`config.mk`:
```
export PLATFORM = sky130hd
export DESIGN_NAME = mac_act_stage
export DESIGN_NICKNAME = d
export VERILOG_FILES = /design/src/rtl/mac_pkg.sv /design/src/rtl/mac_out_fifo.sv /design/src/rtl/mac_act_stage.sv
export SDC_FILE = /design/constraint.sdc
export NUM_CORES = 1
export LEC_CHECK = 0
export ABC_AREA = 0
export CAP_MARGIN = 15
export CORE_UTILIZATION = 40
export CTS_CLUSTER_DIAMETER = 40
export DETAILED_ROUTE_END_ITERATION = 6
export PLACE_DENSITY = 0.61
export SYNTH_ARGS = -nofsm -noshare
export SYNTH_HDL_FRONTEND = slang
export SYNTH_SLANG_ARGS = --single-unit
```
`constraint.sdc`:
```
create_clock -name clk -period 2.65 [get_ports clk]
set_clock_uncertainty 0.2 [all_clocks]
set_input_delay 0.53 -clock clk [delete_from_list [all_inputs] [get_ports clk]]
set_output_delay 0.53 -clock clk [all_outputs]
set_load 0.005 [all_outputs]
```
`src/rtl/mac_pkg.sv`:
```
// mac_pkg -- shared widths, output limits and the widened sum type for the
// MAC activation stage.
//   ACC_W / OUT_W / SHIFT_W : accumulator, activation and shift-amount widths
//   OUT_MAX / OUT_MIN       : signed saturation limits of the activation
//   sum_t                   : signed 17-bit bias-add result (cannot overflow)
//   sat_out()               : clamp a sum_t into the OUT_W signed range
package mac_pkg;
    localparam int ACC_W   = 16;
    localparam int OUT_W   = 8;
    localparam int SHIFT_W = 4;
    localparam int OUT_MAX = 127;
    localparam int OUT_MIN = -128;

    typedef logic signed [ACC_W:0] sum_t;

    function automatic logic [OUT_W-1:0] sat_out(input sum_t v);
        if (v > sum_t'(OUT_MAX))
            return OUT_W'(OUT_MAX);
        else if (v < sum_t'(OUT_MIN))
            return OUT_W'(OUT_MIN);
        else
            return v[OUT_W-1:0];
    endfunction
endpackage

```
`src/rtl/mac_out_fifo.sv`:
```
// mac_out_fifo -- small output buffer for activation results.
//   clk, rst   : clock, synchronous active-high reset
//   push       : write data_in (ignored when full unless a pop happens too)
//   data_in    : activation result to store
//   pop        : remove head entry (ignored when empty)
//   data_out   : head entry, 0 when empty
//   empty/full : occupancy status
// FIFO_DEPTH must be a power of two >= 2 so the pointers wrap naturally.
module mac_out_fifo
    import mac_pkg::*;
#(
    parameter int FIFO_DEPTH = 2
) (
    input  logic             clk,
    input  logic             rst,
    input  logic             push,
    input  logic [OUT_W-1:0] data_in,
    input  logic             pop,
    output logic [OUT_W-1:0] data_out,
    output logic             empty,
    output logic             full
);
    localparam int PTR_W = (FIFO_DEPTH > 2) ? $clog2(FIFO_DEPTH) : 1;
    localparam int CNT_W = $clog2(FIFO_DEPTH + 1);

    logic [OUT_W-1:0] mem_q [FIFO_DEPTH];
    logic [OUT_W-1:0] mem_d [FIFO_DEPTH];
    logic [PTR_W-1:0] wr_ptr_q, wr_ptr_d, rd_ptr_q, rd_ptr_d;
    logic [CNT_W-1:0] cnt_q, cnt_d;
    logic             do_push, do_pop;

    assign empty = (cnt_q == '0);
    assign full  = (cnt_q == CNT_W'(FIFO_DEPTH));

    // A pop frees the head slot in the same cycle, so a full buffer can
    // still accept a push when it is also being drained.
    assign do_pop  = pop & ~empty;
    assign do_push = push & (~full | do_pop);

    assign data_out = empty ? '0 : mem_q[rd_ptr_q];

    always_comb begin
        mem_d    = mem_q;
        wr_ptr_d = wr_ptr_q + PTR_W'(do_push);
        rd_ptr_d = rd_ptr_q + PTR_W'(do_pop);
        cnt_d    = cnt_q + CNT_W'(do_push) - CNT_W'(do_pop);
        if (do_push)
            mem_d[wr_ptr_q] = data_in;
    end

    always_ff @(posedge clk) begin
        if (rst) begin
            for (int i = 0; i < FIFO_DEPTH; i++)
                mem_q[i] <= '0;
            wr_ptr_q <= '0;
            rd_ptr_q <= '0;
            cnt_q    <= '0;
        end else begin
            mem_q    <= mem_d;
            wr_ptr_q <= wr_ptr_d;
            rd_ptr_q <= rd_ptr_d;
            cnt_q    <= cnt_d;
        end
    end
endmodule

```
`src/rtl/mac_act_stage.sv`:
```
// mac_act_stage -- bias add, arithmetic right shift and saturation of a MAC
// result, buffered for a ready/valid consumer.
//   clk, rst   : clock, synchronous active-high reset
//   acc_in     : signed accumulator, qualified by the acc_valid pulse
//   bias/shift : signed bias and right-shift amount sampled with acc_valid
//   out_data   : signed 8-bit activation at the buffer head
//   out_valid  : buffer non-empty; out_ready accepts the head
//   overflow   : sticky, a result was dropped because the buffer was full
// Optional macro ACT_RELU_EN: negative shifted values clamp to 0.
// Upstream is never stalled: results that find the buffer full are lost.
module mac_act_stage
    import mac_pkg::*;
#(
    parameter int FIFO_DEPTH = 2
) (
    input  logic               clk,
    input  logic               rst,
    input  logic [ACC_W-1:0]   acc_in,
    input  logic               acc_valid,
    input  logic [ACC_W-1:0]   bias,
    input  logic [SHIFT_W-1:0] shift,
    output logic [OUT_W-1:0]   out_data,
    output logic               out_valid,
    input  logic               out_ready,
    output logic               overflow
);
    logic               s1_valid_q, s1_valid_d;
    sum_t               s1_sum_q, s1_sum_d;
    logic [SHIFT_W-1:0] s1_shift_q, s1_shift_d;
    logic               overflow_q, overflow_d;

    sum_t               shifted;
    sum_t               act;
    logic [OUT_W-1:0]   act_sat;
    logic               pop, full, empty;

    // Stage 1: 17-bit sum so the bias add itself can never wrap.
    always_comb begin
        s1_valid_d = acc_valid;
        s1_sum_d   = s1_sum_q;
        s1_shift_d = s1_shift_q;
        if (acc_valid) begin
            s1_sum_d   = sum_t'($signed(acc_in)) + sum_t'($signed(bias));
            s1_shift_d = shift;
        end
    end

    // Stage 2: >>> on a signed operand floors toward minus infinity.
    always_comb begin
        shifted = s1_sum_q >>> s1_shift_q;
`ifdef ACT_RELU_EN
        act = shifted[ACC_W] ? '0 : shifted;
`else
        act = shifted;
`endif
        act_sat = sat_out(act);
    end

    assign out_valid = ~empty;
    assign pop       = out_valid & out_ready;
    assign overflow  = overflow_q;

    always_comb begin
        overflow_d = overflow_q | (s1_valid_q & full & ~pop);
    end

    always_ff @(posedge clk) begin
        if (rst) begin
            s1_valid_q <= 1'b0;
            s1_sum_q   <= '0;
            s1_shift_q <= '0;
            overflow_q <= 1'b0;
        end else begin
            s1_valid_q <= s1_valid_d;
            s1_sum_q   <= s1_sum_d;
            s1_shift_q <= s1_shift_d;
            overflow_q <= overflow_d;
        end
    end

    mac_out_fifo #(
        .FIFO_DEPTH (FIFO_DEPTH)
    ) u_fifo (
        .clk      (clk),
        .rst      (rst),
        .push     (s1_valid_q),
        .data_in  (act_sat),
        .pop      (pop),
        .data_out (out_data),
        .empty    (empty),
        .full     (full)
    );
endmodule

```
==> impl_metrics.json, run 1 <==
{
  "status": "finished clean",
  "rrSetupSlack_ns": 0.15,
  "dp_hpwl_mm": 5.84,
  "hold_path_end": "overflow",
  "syn_inst": 390,
  "gp_congestion": 0.815,
  "dr.pass1.iters": 4,
  "worstSetupPathType": "input port to flip-flop",
  "yosysTopAreaCellShare_pct": 25.4,
  "via_per_inst": 5.43,
  "layout_commonest_cell": "nor2_1",
  "endpoint_kind": "flip-flop",
  "core_area_sq_um": 8220,
  "async_flop_share_pct": 0,
  "holdBufCountCts": 0,
  "yosysTopAreaCell": "dfxtp_1",
  "r2r_cells": 8,
  "cts_tree": "done",
  "synth_simple_gate_area_share_pct": 18.0,
  "antenna_cells": 0,
  "final_cell_mix": "nor2_1, dfxtp_1, buf_4, mux2i_1, clkdlybuf4s50_1",
  "avgRoutedWirePerCell_um": 13.5,
  "die_area_sq_um": 8860,
  "yosysSeqAreaShare_pct": 25.4,
  "grt_max_degree": 44,
  "fin_util_pct": 54.9,
  "synth_top_family_by_area": "multiplexers",
  "synth_area_sq_um": 3390,
  "syn_to_final_growth_pct": 32.8,
  "nFillCells": 767,
  "placementRows": 33,
  "p_leak_nw": 1.80,
  "synth_adder_area_share_pct": 7.96,
  "worstPathRequired_ns": 2.66,
  "synth.distinct_cells": 54,
  "drive_gt1_share_pct": 20.4,
  "avgSynthCellArea_sq_um": 8.70,
  "synth_edf_count": 0,
  "finalSetupViolations": 0,
  "cts_buffer_depth": 2,
  "power.density_nw_per_um2": 490,
  "cts_sinks": 43,
  "initial_utilization_pct": 41.3,
  "finalCritPeriodShare_pct": 97.8,
  "ys_top_cells_by_area": "dfxtp_1, mux2i_1, ha_1, nor2_1, mux4_2",
  "min_from": "overflow",
  "ff_latch_area_sq_um": 863,
  "startpoint_type": "input port",
  "fin_cells": 570,
  "drc_errors": 0,
  "hold_violations": 0,
  "ant_nets": 0,
  "num-nets-final": 525,
  "ios": 50,
  "synth_fp_nets": 451,
  "numPortBuffers": 49,
  "tightest_slew_ns": 0.597,
  "period_minus_slack_ns": 2.59,
  "antenna_found_initial": 0,
  "wl_mm": 7.70,
  "multi_input_area_sq_um": 2500,
  "synthMuxAreaShare_pct": 22.3,
  "slew_viol_final": 0,
  "yosys_most_used_dff": "dfxtp_1",
  "r2r_start": "s1_shift_q[1]",
  "drv_cap": 0,
  "grt.overflow.total": 0,
  "rr_endpoint": "u_fifo.mem_q[5]",
  "dp.cells": 558,
  "synth-seq-cells": 43,
  "arrival_ns": 2.60,
  "cts_buffers": 5,
  "clk_pin_slew_ns": 0.08,
  "drt_iter0_drc": 93,
  "via_count": 3094,
  "grt_pass1_wl_mm": 13.3,
  "ys_warn_count": 0,
  "irDropWorstVdd_v": 0.000220,
  "groute.usage.overall_pct": 18.4,
  "synth-xor-area-share_pct": 3.35,
  "slew-limit-headroom_pct": 60.1,
  "holdPathStages": 2,
  "insertion_delay_ns": 0.29,
  "die_h_um": 94.1,
  "synth_compound_area_share_pct": 18.0,
  "root_buffer": "clkbuf_8",
  "grt_pass1_vias": 2895,
  "die_x_um": 94.1,
  "hold_ws_ns": 0.273,
  "fmax_mhz": 386,
  "htreeDepth": 2,
  "hp-class": "flip-flop to flip-flop",
  "crit_fanout": 3
}
-- logic make-up after synthesis --
| family | count (synthesis) |
|---|---|
| buf+inv | 38 |
| simple gates | 126 |
| xor+xnor | 13 |
| mux | 59 |
| flops | 43 |
| fa+ha+maj | 21 |
| compound gates | 90 |
-- worst max path at each step --
stage,slack (ns),from,endpoint
global route,-0.01,bias[4],s1_sum_q[14]
floorplan,0.002,acc_in[0],s1_sum_q[14]
CTS,0.02,bias[5],s1_sum_q[14]
finish,0.06,bias[4],s1_sum_q[14]
detailed placement,-0.72,acc_in[1],s1_sum_q[15]
global placement,-0.57,acc_in[1],s1_sum_q[15]
-- what timing repair did --
action	4_1_cts	5_1_grt
buffers inserted	3	1
pin swaps	18	13
cloned	0	1
endpoints found under the setup margin	7	18
resized for setup	23	20
-- through the flow --
| stage | cell area, sq um | setup TNS (ns) | setup slack (ns) | power, mW |
|---|---|---|---|---|
| 2_1_floorplan | 3400 | 0 | 0.00247 | 1.41 |
| 3_3_place_gp | 4210 | -3.67 | -0.567 | 1.70 |
| 3_5_place_dp | 4210 | -4.26 | -0.717 | 1.72 |
| 4_1_cts | 4390 | 0 | 0.0160 | 2.20 |
| 5_1_grt | 4510 | -0.0118 | -0.0118 | 2.37 |
| 6_report | 4510 | 0 | 0.0570 | 2.21 |
-- layout make-up --
type                       count  area share (%)
clock buffer                   8            2.22
timing repair buffer          92            19.1
multi-input combinational    309            55.5
tap                          105            2.92
sequential                    43            19.2
inverter                      13            1.08
-- cells in the mapped netlist (3+ instances only) --
cell / n
nand3_1: 4
nand2_1: 16
inv_1: 11
nor2_1: 58
mux4_1: 4
a211o_1: 3
buf_2: 5
mux2i_1: 38
o22ai_1: 9
a211oi_1: 12
ha_1: 20
a21o_1: 3
nor3b_1: 5
mux2_2: 10
nor3_1: 13
nand2b_1: 10
mux4_2: 6
nor2b_1: 6
buf_6: 3
a21oi_1: 21
o21ai_0: 10
a31oi_1: 10
dfxtp_1: 43
xnor2_1: 8
clkbuf_1: 11
xor2_1: 5
buf_1: 5
o211ai_1: 6
-- report_power, final --
group          switching, mW  leakage (nW)  internal [mW]  total, mW
clock                  0.214        0.0515          0.238      0.452
combinational          0.441          1.40          0.509      0.950
sequential            0.0856         0.354          0.720      0.806
-- sequential cells by signal, indices dropped and copies added, names as in the netlist --
name / count
u_fifo.mem_q: 16
overflow: 1
u_fifo.rd_ptr_q: 1
u_fifo.cnt_q: 2
s1_valid_q: 1
s1_sum_q: 17
u_fifo.wr_ptr_q: 1
s1_shift_q: 4
-- critical path: stages --
cell and delay [ns]:
clkdlybuf4s50_1 0.44, ha_4 0.30, o211ai_1 0.11, a211o_1 0.37, a31oi_4 0.19, a31oi_2 0.10, or4b_1 0.47, o311ai_1 0.08
-- per-layer routing --
layer / part of all wire, % / track usage [%]
met5: 0 / 0
met4: 1.1 / 4.23
met3: 3.1 / 2.67
met2: 49 / 32.1
met1: 47 / 23.7
(Power assumes the default switching activity.)
==> run 2: changes to the inputs <==
CORE_MARGIN = 2   (was unset)
==> run 2 against run 1 <==
Compared with the run above:
- worst hold slack gained 0.0042 ns
- total power up 3.4%
- critical path depth rose by 1
- non-clock buffer count up 3
- largest cell class unchanged
==> impl_metrics.json, run 2 (synthesized netlist as in run 1, its figures left out) <==
{
  "drt_iter0_drc": 113,
  "crit_path_max_incr_delay_ns": 0.35,
  "hp-class": "flip-flop to flip-flop",
  "initial_utilization_pct": 41.3,
  "grt_max_degree": 30,
  "cts_tree": "done",
  "crit_fanout": 2,
  "holdBufCountCts": 0,
  "cp_slowest_cell": "or3_1",
  "placementRows": 33,
  "numPortBuffers": 49,
  "grt_pass1_vias": 2999,
  "status": "finished clean",
  "endpoint_kind": "flip-flop",
  "cts_buffers": 5,
  "via_count": 3099,
  "gp_congestion": 0.832,
  "max_flop_register": "s1_sum_q",
  "clk_pin_slew_ns": 0.08,
  "worstPathRequired_ns": 2.64,
  "p_leak_nw": 1.83,
  "root_buffer": "clkbuf_8",
  "core_area_sq_um": 8220,
  "rrSetupSlack_ns": 0.16,
  "slew_viol_final": 0,
  "irDropWorstVdd_v": 0.000248,
  "finalCritPeriodShare_pct": 95.7,
  "path_cells": "dlygate4sd2_1 > ha_1 > a211oi_4 > o21ai_1 > nor4bb_4 > or3_1 > a21oi_1 > xor2_1 > o22ai_1",
  "grt_pass1_wl_mm": 13.0,
  "period_minus_slack_ns": 2.54,
  "drive_gt1_share_pct": 20.9,
  "die_h_um": 96.1,
  "cts_buffer_depth": 2,
  "cts_sinks": 43,
  "ff_latch_area_sq_um": 866,
  "multi_input_area_sq_um": 2510,
  "htreeDepth": 2,
  "ant_nets": 0,
  "fin_util_pct": 55.3,
  "cp_num_buf_inv": 1,
  "finalSetupViolations": 0,
  "groute.usage.overall_pct": 17.2,
  "largest_registers": "s1_sum_q (17), u_fifo.mem_q (16), s1_shift_q (4)",
  "tns_ns": 0,
  "hold_violations": 0,
  "layout_commonest_cell": "nor2_1",
  "antenna_cells": 0,
  "ios": 50,
  "arrival_ns": 2.53,
  "drv_cap": 0,
  "antenna_found_initial": 0,
  "finalPower_mw": 2.28,
  "worstSetupPathType": "input port to flip-flop",
  "nFillCells": 779,
  "num-nets-final": 528,
  "wl_mm": 7.59,
  "dr.pass1.iters": 4,
  "slew-limit-headroom_pct": 59.9,
  "drc_errors": 0,
  "via_per_inst": 5.41,
  "largest_reg_flops": 17,
  "final_cell_mix": "nor2_1, buf_4, dfxtp_1, mux2i_1, clkdlybuf4s50_1",
  "rsz0062_at_grt": "no",
  "die_area_sq_um": 9240,
  "dp_hpwl_mm": 5.73,
  "power.density_nw_per_um2": 503,
  "die_x_um": 96.1,
  "grt.overflow.total": 0,
  "fmax_mhz": 394,
  "tightest_slew_ns": 0.599,
  "critPathTopFamily": "compound AO/OA/AOI/OAI gates",
  "startpoint_type": "input port",
  "insertion_delay_ns": 0.30,
  "syn_to_final_growth_pct": 33.8,
  "avgRoutedWirePerCell_um": 13.2
}
==> run 2: cell count changes in the layout (fill, tap and decap cells not counted), moves of 2 or more <==
cell and delta:
ha_1 -2, a31oi_1 +2, dlygate4sd2_1 -3, ha_4 +3, buf_4 +4, clkbuf_2 +2
==> run 2: layout make-up <==
type	instances	share of cell area [%]
repair buffers	95	19.1
clock inverters	2	0.772
clock buffers	6	1.82
flip-flops and latches	43	19.1
multi-input cells	309	55.2
well taps	105	2.89
inverters	13	1.07
==> run 2: report_power, final <==
part           internal [mW]  switching [mW]
Sequential             0.719          0.0819
Combinational          0.511           0.437
Clock                  0.305           0.229
Total                   1.54           0.748
==> run 2: routing by layer <==
layer  global-route usage, %  vias to the layer above  share of wire [%]  wire (um)
met5                       0                        -                  0          0
met3                    3.37                       14                3.2        244
li1                        -                     1596                  -          -
met1                    20.6                     1433                 46       3530
met4                    6.07                        0                2.0        150
met2                    30.4                       56                 48       3670
==> run 2: worst register-to-register path, delay by kind of cell, from the launching register on <==
kind            cells  cell delay (ns)
simple gates        3             0.72
buf+inv             2             0.33
mux                 1             0.26
compound gates      3             0.55
flops               1             0.37
==> run 2: repair_timing <==
item | CTS | global route
pin swaps | 13 | 16
cloned | 0 | 1
setup endpoints to repair | 6 | 18
gates resized for setup | 22 | 25
buffers inserted | 6 | 1
==> run 2: final timing paths <==
check / start / end / depth (start not counted)
worst max-delay path: acc_in[1] / s1_sum_q[11] / 9
worst min-delay path: overflow / overflow / 2
worst max register to register: s1_shift_q[1] / u_fifo.mem_q[8] / 9
worst min register to register: overflow / overflow / 2
==> run 2: through the flow <==
step / cells / instance area, sq um / hold WS (ns) / setup slack (ns)
floorplan: 390 / 3400 / 0.247 / 0.00247
global placement: 558 / 4200 / 0.259 / -0.564
detailed placement: 558 / 4200 / 0.264 / -0.657
CTS: 572 / 4400 / 0.284 / 0.00492
global route: 573 / 4540 / 0.331 / 0.00266
finish: 573 / 4540 / 0.277 / 0.113
==> RTL change, RTL diff (flow settings as in run 1) <==
Put one more register stage on the output `overflow`, with the module's reset. The value now appears one clock later. The other outputs are not delayed to match.
--- a/src/rtl/mac_act_stage.sv
+++ b/src/rtl/mac_act_stage.sv
@@ -59,5 +59,11 @@
     assign out_valid = ~empty;
     assign pop       = out_valid & out_ready;
-    assign overflow  = overflow_q;
+    always_ff @(posedge clk) begin
+        if (rst) begin
+            overflow <= '0;
+        end else begin
+            overflow <= overflow_q;
+        end
+    end
 
     always_comb begin
Function: changed (Yosys sat finds a counterexample within 10 cycles, from zero or initial values and one cycle with rst high).
==> RTL change against run 1 <==
Power shrank 1.9%; combinational power fell by 2%; final cell count decreased by 0.70%; sequential cell count grew 1; area after synthesis increased by 2.1%; synthesized cell count down 2.8%; wire length increased by 8.3%; register-to-register slack improved by 80 ps; via count up 0.97%; count of clock-buffer cells in the layout is 3 lower; design area increased by 2.5%; first-iteration DRC count grew 32%; worst setup slack got worse by 23 ps; largest cell class unchanged; highest routed layer unchanged.
==> RTL change: results (changes against run 1) <==
Wire length on met3: 226 µm (-4.6%)
#MultiIn Comb: 295 (-4.5%)
First drt pass iteration count: 4 (unchanged)
Worst setup path end: s1_sum_q[12]$_SDFFE_PP0P_
Crit-path max cell delay: 500 ps (+30 ps)
WL final: 8.33 mm (+8.3%)
Post-CTS Setup Inserts: 1 (-2)
Crit path launch: bias[5]
Post-Syn Nets: 440 (-2.4%)
DP Area: 4320 µm² (+2.5%)
Maximum number of pins on one net before global-route repair: 28 (-36%)
Netlist cell types: 62 (+15%)
FF/Latch Area: 881 µm² (+2.0%)
Multi-input combinational area share: 0.550 (-0.00513)
Status: finished clean
Reg2reg end: u_fifo.mem_q[3]$_SDFFE_PP0P_
Top cells by area, synth: dfxtp_1 (25%), mux2i_1 (9.0%), ha_1 (7.2%)
Post-synthesis sequential area ratio: 0.254 (+0.000650)
Signal buffers share of area: 0.203 (+0.0116)
R2R cell count: 5 (-3)
M2 GR Usage: 0.316 (-0.00449)
Initial DRC Count: 123 (+32%)
Via count of the first global-routing pass: 2896 (+0.035%)
DR vias/cell: 5.52 (+1.7%)
Hpwl dp: 6.37 mm (+9.2%)
Routed met2 length: 3.99 mm (+6.2%)
Final net count: 522 (-0.57%)
Setup_tns: 0 ps (unchanged)
# fillers: 749 (-2.3%)
Met1 usage: 0.265 (+0.0284)
GRT met3 Usage: 0.0279 (+0.00121)
Worst reg2reg setup slack: 230 ps (+80 ps)
First-pass GRT wire length: 13.8 mm (+3.5%)
Dpl cells: 556 (-0.36%)
Number of H-tree levels: 2 (unchanged)
Worst path slowest cell: or4_1
Post-cts sizing count: 7 (-70%)
Hold depth: 1 (-1)
Met1 wire length: 4.04 mm (+12%)
Switch share: 0.348 (+0.0119)
Clock-cell share of area: 0.0176 (-0.00460)
Logic power comb: 932 µW (-2%)
Final core utilization: 0.557 (+0.00811)
GRT Total Usage: 0.193 (+0.00888)
Worst vdd ir: 224 µV (+1.7%)
Hold slack final: 270 ps (-3.42 ps)
Clock slew at the register clock pins of the worst setup and hold paths: 80 ps (about the same)
HP Start: overflow_q$_SDFF_PP0_
Layout cells sized above 1: 0.228 (+0.0235)
Mean Syn Cell Area: 9.14 µm² (+5.0%)
Static leakage power: 1.86 nW (+3.5%)
Dpl ws: -445 ps (+273 ps)
Synthesized flop and latch total: 44 (+2.3%)
Post-synth top cells: nor2_1 (50), dfxtp_1 (44), mux2i_1 (31)
Sequential Power: 831 µW (+3.1%)
Non-clk bufs: 102 (+11%)
Final period util: 0.987 (+0.00876)
Worst-Margin Slew: 555 ps (-41.8 ps)
Non-Filler Instances: 566 (-0.70%)
RTL change: changes by cell type after synthesis, moves of 4 or more:
cell / run 1 / this run
a311oi_1: 0 / 11
nand2b_1: 10 / 1
o21ai_0: 10 / 15
a31oi_1: 10 / 4
nor3_1: 13 / 4
a211oi_1: 12 / 8
nand2_1: 16 / 23
o22ai_1: 9 / 0
o31ai_1: 0 / 4
mux2i_1: 38 / 31
nor2_1: 58 / 50
RTL change: logic make-up (layout without fill, tap and decap cells):
group | after synthesis | after routing | share of synthesized area
AO/OA/AOI/OAI | 97 | 97 | 0.198
buffers and inverters | 40 | 122 | 0.0628
flip-flops | 44 | 44 | 0.254
XOR/XNOR | 10 | 10 | 0.0253
AND/OR/NAND/NOR | 113 | 113 | 0.160
multiplexers | 54 | 54 | 0.222
adder cells (fa/ha/maj) | 21 | 21 | 0.0780
RTL change: worst max-delay path: cells and delay by family:
family	cells	cell delay (ps)
AOI/OAI and AO/OA	3	420
adders and majority gates	1	310
buffers and inverters	1	400
and+or+nand+nor	3	950
